$ cat config.mk
export PLATFORM = sky130hd
export DESIGN_NAME = alu_share_arbiter
export DESIGN_NICKNAME = d
export VERILOG_FILES = /design/src/rtl/alu_share_arbiter.sv
export SDC_FILE = /design/constraint.sdc
export NUM_CORES = 1
export LEC_CHECK = 0
export ABC_AREA = 1
export CELL_PAD_IN_SITES_DETAIL_PLACEMENT = 1
export CELL_PAD_IN_SITES_GLOBAL_PLACEMENT = 1
export CORE_ASPECT_RATIO = 1.75
export CORE_MARGIN = 4
export CORE_UTILIZATION = 25
export CTS_CLUSTER_SIZE = 12
export DETAILED_ROUTE_END_ITERATION = 8
export HOLD_SLACK_MARGIN = 0.1
export PLACE_DENSITY_LB_ADDON = 0.15
export SETUP_SLACK_MARGIN = 0.05
export SYNTH_ARGS = -nofsm -noshare
export SYNTH_HDL_FRONTEND = slang
export SYNTH_SLANG_ARGS = --single-unit
$ cat constraint.sdc
create_clock -name clk -period 1.1 [get_ports clk]
set_input_delay 0.22 -clock clk [delete_from_list [all_inputs] [get_ports clk]]
set_output_delay 0.22 -clock clk [all_outputs]
set_load 0.01 [all_outputs]
$ cat src/rtl/alu_share_arbiter.sv
// alu_share_arbiter
// Shares one 16-bit CPU ALU between two requesters (req0: pipeline EX stage,
// req1: debug/self-test port). A granted request is registered into the ALU
// operand registers, the ALU result and flags are captured after one EXEC
// cycle, and a tagged one-cycle response is returned. The block also owns the
// architectural {Z,V,N} flag register; only the FLAG_OWNER requester's
// operations may update it.
//
// Timeline for a request accepted in cycle T:
//   T   : IDLE or RESP, reqN_ready high, operands latched at the closing edge
//   T+1 : EXEC, ALU sees stable operand registers, result captured at the edge
//   T+2 : RESP, rsp_valid high; a new request may be accepted in this cycle
module alu_share_arbiter #(
  parameter int unsigned FIXED_PRIO = 0,  // 0 = round-robin, 1 = req0 always wins
  parameter int unsigned FLAG_OWNER = 0   // requester index allowed to write flags
) (
  input  logic        clk,
  input  logic        rst_n,

  input  logic        req0_valid,
  output logic        req0_ready,
  input  logic [3:0]  req0_opcode,
  input  logic [15:0] req0_a,
  input  logic [15:0] req0_b,

  input  logic        req1_valid,
  output logic        req1_ready,
  input  logic [3:0]  req1_opcode,
  input  logic [15:0] req1_a,
  input  logic [15:0] req1_b,

  output logic [15:0] alu_in1,
  output logic [15:0] alu_in2,
  output logic [3:0]  alu_opcode,
  input  logic [15:0] alu_out,
  input  logic        alu_z,
  input  logic        alu_v,
  input  logic        alu_n,

  output logic        rsp_valid,
  output logic        rsp_id,
  output logic [15:0] rsp_data,
  output logic        rsp_err,
  output logic [2:0]  flags,
  output logic        busy
);

  // ALU opcode map (only the ones that touch the flag register matter here)
  localparam logic [3:0] OP_ADD = 4'h0;
  localparam logic [3:0] OP_SUB = 4'h1;
  localparam logic [3:0] OP_XOR = 4'h2;
  localparam logic [3:0] OP_SLL = 4'h4;
  localparam logic [3:0] OP_SRA = 4'h5;
  localparam logic [3:0] OP_ROR = 4'h6;

  localparam logic FIXED_MODE = (FIXED_PRIO != 0);
  localparam logic OWNER_ID   = FLAG_OWNER[0];

  typedef enum logic [1:0] {
    S_IDLE = 2'd0,
    S_EXEC = 2'd1,
    S_RESP = 2'd2
  } state_e;

  state_e      r_state;
  state_e      w_state_nxt;

  // Requester that wins the next tie; reset points at req0.
  logic        r_rr_ptr;
  // Requester index of the operation currently in flight.
  logic        r_id;

  logic [15:0] r_alu_in1;
  logic [15:0] r_alu_in2;
  logic [3:0]  r_alu_opcode;

  logic        r_rsp_id;
  logic [15:0] r_rsp_data;
  logic        r_rsp_err;
  logic [2:0]  r_flags;

  logic        w_can_accept;
  logic        w_grant0;
  logic        w_grant1;
  logic        w_accept;
  logic        w_sel_id;
  logic [3:0]  w_sel_opcode;
  logic [15:0] w_sel_a;
  logic [15:0] w_sel_b;

  logic        w_op_err;
  logic        w_op_zvn;
  logic        w_op_z_only;
  logic        w_flag_en;

  // A new operation may start only when the ALU is free (IDLE) or its result
  // is being handed back this cycle (RESP).
  assign w_can_accept = (r_state == S_IDLE) || (r_state == S_RESP);

  // Arbitration: single requester wins outright; on a tie the fixed-priority
  // mode favours req0, otherwise the round-robin pointer decides.
  // NOTE: every signal assigned in always_comb gets a default first, so no
  // path leaves it unassigned and no latch is inferred.
  always_comb begin
    w_grant0 = 1'b0;
    w_grant1 = 1'b0;
    if (w_can_accept) begin
      if (req0_valid && req1_valid) begin
        if (FIXED_MODE || (r_rr_ptr == 1'b0)) begin
          w_grant0 = 1'b1;
        end else begin
          w_grant1 = 1'b1;
        end
      end else if (req0_valid) begin
        w_grant0 = 1'b1;
      end else if (req1_valid) begin
        w_grant1 = 1'b1;
      end
    end
  end

  assign w_accept   = w_grant0 | w_grant1;
  assign w_sel_id   = w_grant1;
  assign req0_ready = w_grant0;
  assign req1_ready = w_grant1;

  // Operand mux feeding the ALU input registers.
  always_comb begin
    w_sel_opcode = req0_opcode;
    w_sel_a      = req0_a;
    w_sel_b      = req0_b;
    if (w_sel_id) begin
      w_sel_opcode = req1_opcode;
      w_sel_a      = req1_a;
      w_sel_b      = req1_b;
    end
  end

  // Next-state logic: EXEC always lasts one cycle, RESP chains straight into
  // another EXEC when a request is accepted alongside the response.
  always_comb begin
    w_state_nxt = r_state;
    case (r_state)
      S_IDLE:  if (w_accept) w_state_nxt = S_EXEC;
      S_EXEC:  w_state_nxt = S_RESP;
      S_RESP:  w_state_nxt = w_accept ? S_EXEC : S_IDLE;
      default: w_state_nxt = S_IDLE;
    endcase
  end

  // State register.
  // NOTE: sequential state uses non-blocking assignments so every register
  // samples the pre-edge value of every other register.
  always_ff @(posedge clk or negedge rst_n) begin
    if (!rst_n) begin
      r_state <= S_IDLE;
    end else begin
      r_state <= w_state_nxt;
    end
  end

  // Round-robin pointer: moves only on an accept, pointing away from the
  // requester just served. Idle cycles and dropped requests leave it alone.
  always_ff @(posedge clk or negedge rst_n) begin
    if (!rst_n) begin
      r_rr_ptr <= 1'b0;
    end else if (w_accept) begin
      r_rr_ptr <= ~w_sel_id;
    end
  end

  // Operand capture on accept; the registers stay stable through EXEC so the
  // combinational ALU has a full cycle to settle.
  always_ff @(posedge clk or negedge rst_n) begin
    if (!rst_n) begin
      r_alu_in1    <= 16'h0000;
      r_alu_in2    <= 16'h0000;
      r_alu_opcode <= 4'h0;
      r_id         <= 1'b0;
    end else if (w_accept) begin
      r_alu_in1    <= w_sel_a;
      r_alu_in2    <= w_sel_b;
      r_alu_opcode <= w_sel_opcode;
      r_id         <= w_sel_id;
    end
  end

  // Opcode classification of the operation in flight.
  assign w_op_err    = (r_alu_opcode[3:2] == 2'b11);
  assign w_op_zvn    = (r_alu_opcode == OP_ADD) || (r_alu_opcode == OP_SUB);
  assign w_op_z_only = (r_alu_opcode == OP_XOR) || (r_alu_opcode == OP_SLL) ||
                       (r_alu_opcode == OP_SRA) || (r_alu_opcode == OP_ROR);
  assign w_flag_en   = (r_state == S_EXEC) && (r_id == OWNER_ID) && !w_op_err;

  // Response capture at the end of EXEC. The fields hold their value until
  // the next capture; rsp_valid alone says when they are meaningful.
  always_ff @(posedge clk or negedge rst_n) begin
    if (!rst_n) begin
      r_rsp_id   <= 1'b0;
      r_rsp_data <= 16'h0000;
      r_rsp_err  <= 1'b0;
    end else if (r_state == S_EXEC) begin
      r_rsp_id   <= r_id;
      r_rsp_data <= w_op_err ? 16'h0000 : alu_out;
      r_rsp_err  <= w_op_err;
    end
  end

  // Architectural flag register, written on the same edge as the response
  // capture. Arithmetic ops update all three flags, logical/shift ops only Z;
  // everything else (RED, PADDSB, memory, byte loads, invalid) leaves them.
  always_ff @(posedge clk or negedge rst_n) begin
    if (!rst_n) begin
      r_flags <= 3'b000;
    end else if (w_flag_en) begin
      if (w_op_zvn) begin
        r_flags <= {alu_z, alu_v, alu_n};
      end else if (w_op_z_only) begin
        r_flags[2] <= alu_z;
      end
    end
  end

  assign alu_in1    = r_alu_in1;
  assign alu_in2    = r_alu_in2;
  assign alu_opcode = r_alu_opcode;

  assign rsp_valid  = (r_state == S_RESP);
  assign rsp_id     = r_rsp_id;
  assign rsp_data   = r_rsp_data;
  assign rsp_err    = r_rsp_err;
  assign flags      = r_flags;
  assign busy       = (r_state == S_EXEC);

endmodule

# == Word-level counts from Yosys, hierarchy flattened ==
# Index checks and enable logic that the tools add are counted.
# word_totals
output_inout_bits,61
romBits,0
mem_bits_rw,0
latchBits,0
register_bits,61
mem_count,0
word_cells,55
input_bits,95
# op_classes
eq_ne,9
div,0
magnitude_cmp,0
mul,0
muxes,18
reduce_logical,14
n_bitwise,3
n_addsub,0
shift,0
# op_table
op,count
16-bit 2-to-1 mux,3
"4-bit by 3-bit equality test with 1-bit output, second input constant",3
1-bit 2-to-1 mux,12
2-bit case mux with 3 select lines,1
1-bit logical OR,5
"2-bit equality test, second input constant",2
"4-bit by 1-bit equality test with 1-bit output, second input constant",1
"4-bit by 2-bit equality test with 1-bit output, second input constant",1
4-bit logical NOT,1
4-bit 2-to-1 mux,1
2-bit AND reduction,2
1-bit logical AND,3
"2-bit by 1-bit equality test with 1-bit output, second input constant",1
2-bit logical NOT,1
2-bit 2-to-1 mux,1
"2-bit != test, second input constant",1
1-bit NOT,2
2-bit nonzero test,1
1-bit logical NOT,1
1-bit OR,1

# == Logic depth before layout (Yosys ltp) ==
# Gate-level depths: netlist (run 1).
# depth
depth_word,7
ltp_mapped,7
ltp_nobuf,6

# == Least setup slack after synthesis (run 1) ==
# No wires, ideal clock.
# synth_path
path_type,register to output
startpoint,register r_state[0]
endpoint,output port req1_ready
path_slack_ns,-0.065
t_arrival_ns,0.945
path_buffers,2
stages_incl_launch_ff,8
required_time_ns,0.880
path_cell_list,dfrtp_1 > inv_2 > nand2_2 > inv_2 > buf_6 > buf_6 > nand2_1 > inv_1
# synth_via
elab_chain_len,3
# synth_rtl
element,line_no,rtl
start: declaration,65,state_e r_state;
start signal: assignment,158,r_state <= w_state_nxt;
2-bit equality test / 2-bit logical NOT (equally long branches),98,assign w_can_accept = (r_state == S_IDLE) || (r_state == S_RESP);
1-bit logical OR *,98,
1-bit 2-to-1 mux *,107,if (w_can_accept) begin
end: declaration,27,"output logic req1_ready,"
# Every way passes the cells marked *; elsewhere a longest branch is shown, timed or not.

# == Worst setup path in the final report (run 1) ==
# layout_path
startpoint,register r_state[0]
endpoint,output port rsp_valid
# layout_via
elab_chain_len,1
# layout_rtl
element,line_no,rtl
2-bit equality test,228,assign rsp_valid = (r_state == S_RESP);
end: declaration,40,"output logic rsp_valid,"
# No other way between the ends.

==> results of run 1 <==
[critical path, delay by kind of cell, from the launching register on]
family / cells / cell delay, ps
flops: 1 / 390
buf+inv: 2 / 300
simple gates: 1 / 110
[kinds of logic after synthesis]
family                 synth area share, %
AOI/OAI and AO/OA                    0.918
buffers and inverters                 7.91
DFF                                   53.3
and+or+nand+nor                       37.9
[flip-flops by register name, indices dropped and copies added (netlist names)]
| register | count |
|---|---|
| alu_in1 | 16 |
| alu_in2 | 16 |
| alu_opcode | 4 |
| flags | 3 |
| r_id | 1 |
| r_rr_ptr | 1 |
| r_state | 2 |
| rsp_data | 16 |
| rsp_err | 1 |
| rsp_id | 1 |
[repair_timing]
item                       CTS  global route
hold endpoints to repair    61             0
setup buffers               16            16
hold buffers                 1             0
resized for setup          274            19
cloned                       1             0
pin swaps                    0             1
setup endpoints to repair  121           121
[worst max path at each step]
stage               start    endpoint  slack, ps  cells after the start
6_report       r_state[0]   rsp_valid       -250                      3
5_1_grt        r_state[0]   rsp_valid       -300                      3
4_1_cts        r_state[0]  req1_ready       -250                      6
3_5_place_dp   req1_valid  req1_ready       -620                      6
3_3_place_gp   req1_valid  req1_ready       -610                      6
2_1_floorplan  r_state[0]  req1_ready        -40                      7
[cells in the mapped netlist]
library cell,n,share of area (%)
sky130_fd_sc_hd__o21ai_1,1,0.17
sky130_fd_sc_hd__buf_2,16,2.8
sky130_fd_sc_hd__nand3_1,112,20
sky130_fd_sc_hd__a21oi_1,1,0.17
sky130_fd_sc_hd__dfrtp_1,61,53
sky130_fd_sc_hd__buf_4,7,1.8
sky130_fd_sc_hd__nand2_2,3,0.66
sky130_fd_sc_hd__nand2_1,63,8.3
sky130_fd_sc_hd__inv_1,8,1.0
sky130_fd_sc_hd__nor2_8,1,0.70
sky130_fd_sc_hd__inv_2,2,0.26
sky130_fd_sc_hd__buf_6,5,2.0
sky130_fd_sc_hd__nand4_1,36,7.9
sky130_fd_sc_hd__a21oi_4,1,0.57
sky130_fd_sc_hd__nor2_1,6,0.79
[layout make-up]
| cell class | instances | area, sq um | share of cell area, % |
|---|---|---|---|
| repair buffers | 212 | 1940 | 38.0 |
| flip-flops and latches | 61 | 1530 | 30.0 |
| multi-input cells | 224 | 1150 | 22.5 |
| clock buffers | 12 | 256 | 5.03 |
| well taps | 132 | 165 | 3.24 |
| inverters | 10 | 37.5 | 0.737 |
| clock inverters | 4 | 22.5 | 0.442 |
[metrics by stage]
step,utilization (%),TNS [ps],instance area (sq um)
after floorplan,-,-36.8,2870
after global placement,41.4,-22120,4620
after detailed placement,41.4,-23920,4620
after CTS,43.7,-10610,4880
after global routing,45.6,-13660,5090
final,45.6,-7270,5090
[report_power, final]
part | switching (uW) | total [uW] | leakage (uW) | internal, uW
Combinational | 1910 | 4060 | 0.00157 | 2150
Clock | 1030 | 2660 | 0.000138 | 1630
Sequential | 419 | 3330 | 0.000754 | 2910
Total | 3350 | 10100 | 0.00247 | 6700
[metal layers]
layer / up-vias / GRT usage, %
met5: - / 0
met4: 0 / 5.67
met3: 12 / 3.31
met2: 87 / 33.2
met1: 1557 / 20.2
li1: 1523 / -
==> impl_metrics.prom, run 1 <==
# TYPE chip_impl_metric gauge
chip_impl_info{name="cts_root_buffer",value="sky130_fd_sc_hd__clkbuf_16"} 1
chip_impl_metric{name="antenna_cells_inserted",unit=""} 0
chip_impl_info{name="start_kind",value="flip-flop"} 1
chip_impl_metric{name="start_util",unit="%"} 25.6
chip_impl_metric{name="netlist_instances",unit=""} 323
chip_impl_metric{name="port_buffers",unit=""} 155
chip_impl_metric{name="grt_use_total",unit="%"} 18.0
chip_impl_metric{name="numPlacedInstances",unit=""} 605
chip_impl_metric{name="cts_buffers",unit=""} 9
chip_impl_metric{name="dieHeight",unit="um"} 150
chip_impl_info{name="violated_checks",value="setup timing"} 1
chip_impl_metric{name="drt-total-wl",unit="mm"} 11.9
chip_impl_info{name="critical_path_class",value="flip-flop to output pin"} 1
chip_impl_metric{name="post-route-worst-setup-slack",unit="ps"} -253
chip_impl_metric{name="ys_warn_count",unit=""} 0
chip_impl_info{name="reg2reg_from",value="r_state[0]"} 1
chip_impl_metric{name="finalNonFillerCells",unit=""} 655
chip_impl_metric{name="fmax",unit="GHz"} 0.739
chip_impl_metric{name="p_leak",unit="uW"} 0.00247
chip_impl_info{name="crit_reg_reg_endpoint",value="alu_in2[7]"} 1
chip_impl_metric{name="remaining_max_slew_budget_at_the_tightest_pin",unit="%"} 70.2
chip_impl_metric{name="final_period_minus_worst_setup_slack",unit="ps"} 1350
chip_impl_metric{name="design.final.nets",unit=""} 613
chip_impl_metric{name="overflow",unit=""} 0
chip_impl_metric{name="cts_buffer_depth",unit=""} 2
chip_impl_metric{name="fillerInstances",unit=""} 1299
chip_impl_metric{name="timing.critical_path.slowest_cell_delay",unit="ps"} 390
chip_impl_info{name="commonest_cells_after_routing_fill_and_taps_aside",value="sky130_fd_sc_hd__nand3_1 (112), sky130_fd_sc_hd__clkdlybuf4s50_1 (92), sky130_fd_sc_hd__dfrtp_1 (61)"} 1
chip_impl_metric{name="worst_r2r_path_depth",unit=""} 6
chip_impl_metric{name="timing.final.crit_share",unit="%"} 123
chip_impl_metric{name="synth_seq_cells",unit=""} 61
chip_impl_metric{name="drive_gt1_share",unit="%"} 28.5
chip_impl_metric{name="first_pass_grt_wire_length",unit="mm"} 18.2
chip_impl_metric{name="fin_worst_skew",unit="ps"} 5.46
chip_impl_info{name="min_path_type",value="input pin to flip-flop"} 1
chip_impl_metric{name="critical_path.max_fanout",unit=""} 2
chip_impl_info{name="status",value="finished, violations left"} 1
chip_impl_metric{name="number_of_nets_with_antenna_violations_after_routing",unit=""} 0
chip_impl_metric{name="flow.area_growth_from_synthesis",unit="%"} 78.0
chip_impl_metric{name="wl_met1",unit="mm"} 4.47
chip_impl_metric{name="fp.coreArea",unit="sq um"} 11200
chip_impl_metric{name="hold_violations",unit=""} 0
chip_impl_info{name="worst_hold_path.endpoint",value="r_id"} 1
chip_impl_metric{name="required_time_at_the_endpoint_of_the_critical_path",unit="ps"} 880
chip_impl_metric{name="report.power.total",unit="uW"} 10100
chip_impl_metric{name="dr.pass1.iters",unit=""} 4
chip_impl_metric{name="max-vdd-ir-drop",unit="uV"} 923
chip_impl_info{name="path_cells",value="buf_4, nor2_2, buf_2"} 1
chip_impl_metric{name="first_iter_violations",unit=""} 83
chip_impl_metric{name="rows",unit=""} 51
chip_impl_metric{name="cts_num_sinks",unit=""} 61
chip_impl_metric{name="setup.reg_to_reg.worst_slack",unit="ps"} -190
chip_impl_metric{name="wl_per_cell",unit="um"} 18.1
chip_impl_metric{name="clock_tree.htree_level_count",unit=""} 3
chip_impl_metric{name="cp_data_arrival_time",unit="ps"} 1130
chip_impl_metric{name="power-per-cell-area",unit="nW/um^2"} 1970
chip_impl_metric{name="routed-wl-met2",unit="mm"} 6.63
chip_impl_metric{name="fin_worst_hold_slack",unit="ps"} 343
chip_impl_info{name="worst_hold_startpoint",value="req0_valid"} 1
chip_impl_metric{name="net_count_of_the_mapped_netlist",unit=""} 418
chip_impl_metric{name="met3WireLength",unit="um"} 600
chip_impl_info{name="highest-signal-layer",value="met4"} 1
chip_impl_metric{name="synth.distinct_cells",unit=""} 15
chip_impl_metric{name="synth_area_per_cell",unit="sq um"} 8.86
chip_impl_info{name="cts_tree",value="done"} 1
chip_impl_metric{name="worst_hold_path.num_cells",unit=""} 5
chip_impl_metric{name="insertion_delay",unit="ps"} 330
chip_impl_metric{name="io_pins",unit=""} 156
chip_impl_metric{name="drc",unit=""} 0
chip_impl_metric{name="largest_net_degree_at_the_start_of_global_routing",unit=""} 62
chip_impl_info{name="endpoint_class_of_the_critical_path",value="output pin"} 1
chip_impl_metric{name="cts_clock_pin_slew_for_the_worst_setup_and_hold_paths",unit="ps"} 50
chip_impl_metric{name="maxSlewViolCount",unit=""} 0
chip_impl_metric{name="viasPerCell",unit=""} 4.85
chip_impl_metric{name="synth.cell_area",unit="sq um"} 2860
chip_impl_metric{name="floorplan.die_area",unit="sq um"} 13300
chip_impl_metric{name="pre_cts_slack",unit="ps"} -623
chip_impl_metric{name="sequential_fraction_of_the_synthesis_area",unit="%"} 53.3
chip_impl_info{name="grt_setup_unrepaired",value="yes"} 1
chip_impl_info{name="layout.cells.most_common",value="sky130_fd_sc_hd__nand3_1"} 1
chip_impl_metric{name="dr_total_vias",unit=""} 3179
chip_impl_metric{name="number_of_maximum_capacitance_violations",unit=""} 0
chip_impl_metric{name="detailedPlacementHpwl",unit="mm"} 8.07
chip_impl_metric{name="number_of_antenna_violations_at_the_first_check_in_global_routing",unit=""} 0
chip_impl_metric{name="globalplace.congestion",unit=""} 0.770
chip_impl_metric{name="worst_slew_pin_slew",unit="ps"} 447
chip_impl_metric{name="setup_violations",unit=""} 61
chip_impl_info{name="critical-path-slowest-cell",value="sky130_fd_sc_hd__dfrtp_1"} 1
chip_impl_metric{name="via_count_of_the_first_global_routing_pass",unit=""} 3440
chip_impl_metric{name="chipWidth",unit="um"} 88.9
No activity file was read; power rests on OpenSTA's default activity.
==> run 2, diff against run 1 <==
GPL_TIMING_DRIVEN = 0   (was not set)
==> impl_metrics.prom, run 2 (same netlist as run 1, synthesis figures left out) <==
# TYPE chip_impl_metric gauge
chip_impl_metric{name="chipWidth",unit="um"} 88.9
chip_impl_metric{name="antenna_cells_inserted",unit=""} 0
chip_impl_metric{name="fmax",unit="GHz"} 0.649
chip_impl_metric{name="required_time_at_the_endpoint_of_the_critical_path",unit="ps"} 880
chip_impl_metric{name="timing.final.crit_share",unit="%"} 140
chip_impl_metric{name="report.power.total",unit="uW"} 11800
chip_impl_metric{name="max-vdd-ir-drop",unit="uV"} 1100
chip_impl_metric{name="insertion_delay",unit="ps"} 330
chip_impl_metric{name="final_period_minus_worst_setup_slack",unit="ps"} 1540
chip_impl_metric{name="number_of_nets_with_antenna_violations_after_routing",unit=""} 0
chip_impl_info{name="commonest_cells_after_routing_fill_and_taps_aside",value="sky130_fd_sc_hd__clkdlybuf4s50_1 (91), sky130_fd_sc_hd__buf_4 (66), sky130_fd_sc_hd__nand2_1 (59), sky130_fd_sc_hd__dfrtp_1 (59), sky130_fd_sc_hd__nand3_1 (57)"} 1
chip_impl_metric{name="hold_violations",unit=""} 7
chip_impl_metric{name="first_pass_grt_wire_length",unit="mm"} 19.5
chip_impl_metric{name="via_count_of_the_first_global_routing_pass",unit=""} 3678
chip_impl_metric{name="cts_buffer_depth",unit=""} 2
chip_impl_metric{name="multiInputGateArea",unit="sq um"} 1480
chip_impl_metric{name="clock_tree.htree_level_count",unit=""} 3
chip_impl_info{name="min_path_type",value="input pin to asynchronous set/reset pin"} 1
chip_impl_metric{name="worst_slew_pin_slew",unit="ps"} 847
chip_impl_metric{name="first_iter_violations",unit=""} 83
chip_impl_metric{name="detailedPlacementHpwl",unit="mm"} 8.42
chip_impl_metric{name="fp.coreArea",unit="sq um"} 11200
chip_impl_metric{name="viasPerCell",unit=""} 4.95
chip_impl_metric{name="floorplan.die_area",unit="sq um"} 13300
chip_impl_metric{name="number_of_maximum_capacitance_violations",unit=""} 0
chip_impl_info{name="cts_root_buffer",value="sky130_fd_sc_hd__clkbuf_16"} 1
chip_impl_info{name="critical_path_class",value="flip-flop to output pin"} 1
chip_impl_info{name="violated_checks",value="hold timing, setup timing"} 1
chip_impl_metric{name="fin_worst_hold_slack",unit="ps"} -10.6
chip_impl_metric{name="worst_r2r_path_depth",unit=""} 9
chip_impl_metric{name="flow.area_growth_from_synthesis",unit="%"} 110
chip_impl_metric{name="power-per-cell-area",unit="nW/um^2"} 1960
chip_impl_metric{name="cp_data_arrival_time",unit="ps"} 1320
chip_impl_info{name="crit_start",value="r_state[0]"} 1
chip_impl_metric{name="cts_num_sinks",unit=""} 61
chip_impl_info{name="cts_tree",value="done"} 1
chip_impl_info{name="start_kind",value="flip-flop"} 1
chip_impl_info{name="status",value="finished, violations left"} 1
chip_impl_metric{name="start_util",unit="%"} 25.6
chip_impl_metric{name="area.sequential",unit="sq um"} 1530
chip_impl_metric{name="wl_per_cell",unit="um"} 19.5
chip_impl_metric{name="post-route-worst-setup-slack",unit="ps"} -442
chip_impl_metric{name="grt_use_total",unit="%"} 19.4
chip_impl_metric{name="pre_cts_slack",unit="ps"} -1020
chip_impl_info{name="grt_setup_unrepaired",value="yes"} 1
chip_impl_metric{name="drt-total-wl",unit="mm"} 13.6
chip_impl_metric{name="cts_buffers",unit=""} 9
chip_impl_metric{name="fin_worst_skew",unit="ps"} 9.44
chip_impl_metric{name="drive_gt1_share",unit="%"} 44.9
chip_impl_metric{name="critical_path.max_fanout",unit=""} 3
chip_impl_metric{name="port_buffers",unit=""} 155
chip_impl_metric{name="cts_clock_pin_slew_for_the_worst_setup_and_hold_paths",unit="ps"} 60
chip_impl_metric{name="dieHeight",unit="um"} 150
chip_impl_metric{name="fillerInstances",unit=""} 1244
chip_impl_metric{name="io_pins",unit=""} 156
chip_impl_metric{name="p_leak",unit="uW"} 0.00297
chip_impl_metric{name="dr.pass1.iters",unit=""} 4
chip_impl_info{name="reg2reg_from",value="r_state[0]"} 1
chip_impl_metric{name="design.final.nets",unit=""} 658
chip_impl_metric{name="drc",unit=""} 0
chip_impl_metric{name="remaining_max_slew_budget_at_the_tightest_pin",unit="%"} 43.6
chip_impl_metric{name="rows",unit=""} 51
chip_impl_info{name="layout.cells.most_common",value="sky130_fd_sc_hd__clkdlybuf4s50_1"} 1
chip_impl_metric{name="largest_net_degree_at_the_start_of_global_routing",unit=""} 62
chip_impl_metric{name="maxSlewViolCount",unit=""} 0
chip_impl_metric{name="globalplace.congestion",unit=""} 0.755
chip_impl_metric{name="overflow",unit=""} 0
chip_impl_metric{name="dr_total_vias",unit=""} 3467
chip_impl_info{name="endpoint_class_of_the_critical_path",value="output pin"} 1
chip_impl_metric{name="number_of_antenna_violations_at_the_first_check_in_global_routing",unit=""} 0
chip_impl_metric{name="setup_violations",unit=""} 64
-- run 2: changes by cell type in the layout (fill, tap and decap cells not counted), sizes merged --
cell	delta
clkdlybuf4s50	-1
bufinv	+3
clkinv	-2
clkbuf	+2
clkinvlp	-1
dlygate4sd3	-1
buf	+42
bufbuf	+1
dlygate4sd2	+1
dlymetal6s2s	+1
-- run 2: timing repair --
action | in CTS | in global routing
cloned | 4 | 2
hold endpoints to repair | 61 | 61
endpoints found under the setup margin | 111 | 121
pin swaps | 13 | 17
gates resized for setup | 323 | 89
setup buffers | 40 | 30
-- run 2: final timing paths --
kind                                 endpoint  slack (ps)
worst min-delay path              rsp_data[0]         -10
worst min register to register    rsp_data[9]         480
worst max-delay path               req1_ready        -440
max in group asynchronous       alu_opcode[3]         490
worst max register to register    alu_in1[13]        -330
min in group clk                 rsp_data[14]         430
-- run 2: routing by layer --
metal	up-vias	routed length [um]	part of all wire [%]	global-route usage, %
met2	115	7580	56	35.2
met3	24	766	5.6	4.30
li1	1618	-	-	-
met5	-	0	0	0
met4	0	412	3.0	7.64
met1	1710	4850	36	21.2
-- run 2: stage by stage --
step	utilization [%]	setup TNS, ps	cell area, sq um	hold slack [ps]	std cells
6_report	53.8	-11300	6010	-10.6	700
5_1_grt	53.8	-14840	6010	44.3	700
4_1_cts	47.7	-9050	5330	17.5	669
3_5_place_dp	41.0	-21200	4580	384	610
3_3_place_gp	41.0	-170740	4580	461	610
2_1_floorplan	-	-36.8	2870	-75.6	323
-- run 2: critical path, cell delays in order (launching register included) --
cell and delay (ps):
sky130_fd_sc_hd__dfrtp_1 380, sky130_fd_sc_hd__inv_2 110, sky130_fd_sc_hd__nand2_4 60, sky130_fd_sc_hd__inv_2 70
sky130_fd_sc_hd__buf_8 100, sky130_fd_sc_hd__buf_8 100, sky130_fd_sc_hd__nand2_4 40, sky130_fd_sc_hd__inv_2 40
sky130_fd_sc_hd__buf_6 90
-- run 2: layout make-up --
| class | count | share of cell area, % |
|---|---|---|
| inverters | 10 | 0.625 |
| well taps | 132 | 2.75 |
| repair buffers | 231 | 36.2 |
| clock inverters | 4 | 1.58 |
| flip-flops and latches | 61 | 25.4 |
| clock buffers | 12 | 4.10 |
| multi-input cells | 224 | 24.6 |
| plain buffers | 26 | 4.62 |
-- run 2: power by group --
| group | internal [uW] | total (uW) | switching, uW |
|---|---|---|---|
| Sequential | 2920 | 3370 | 450 |
| Combinational | 2800 | 5070 | 2270 |
| Clock | 2270 | 3320 | 1040 |
| Total | 7990 | 11800 | 3770 |
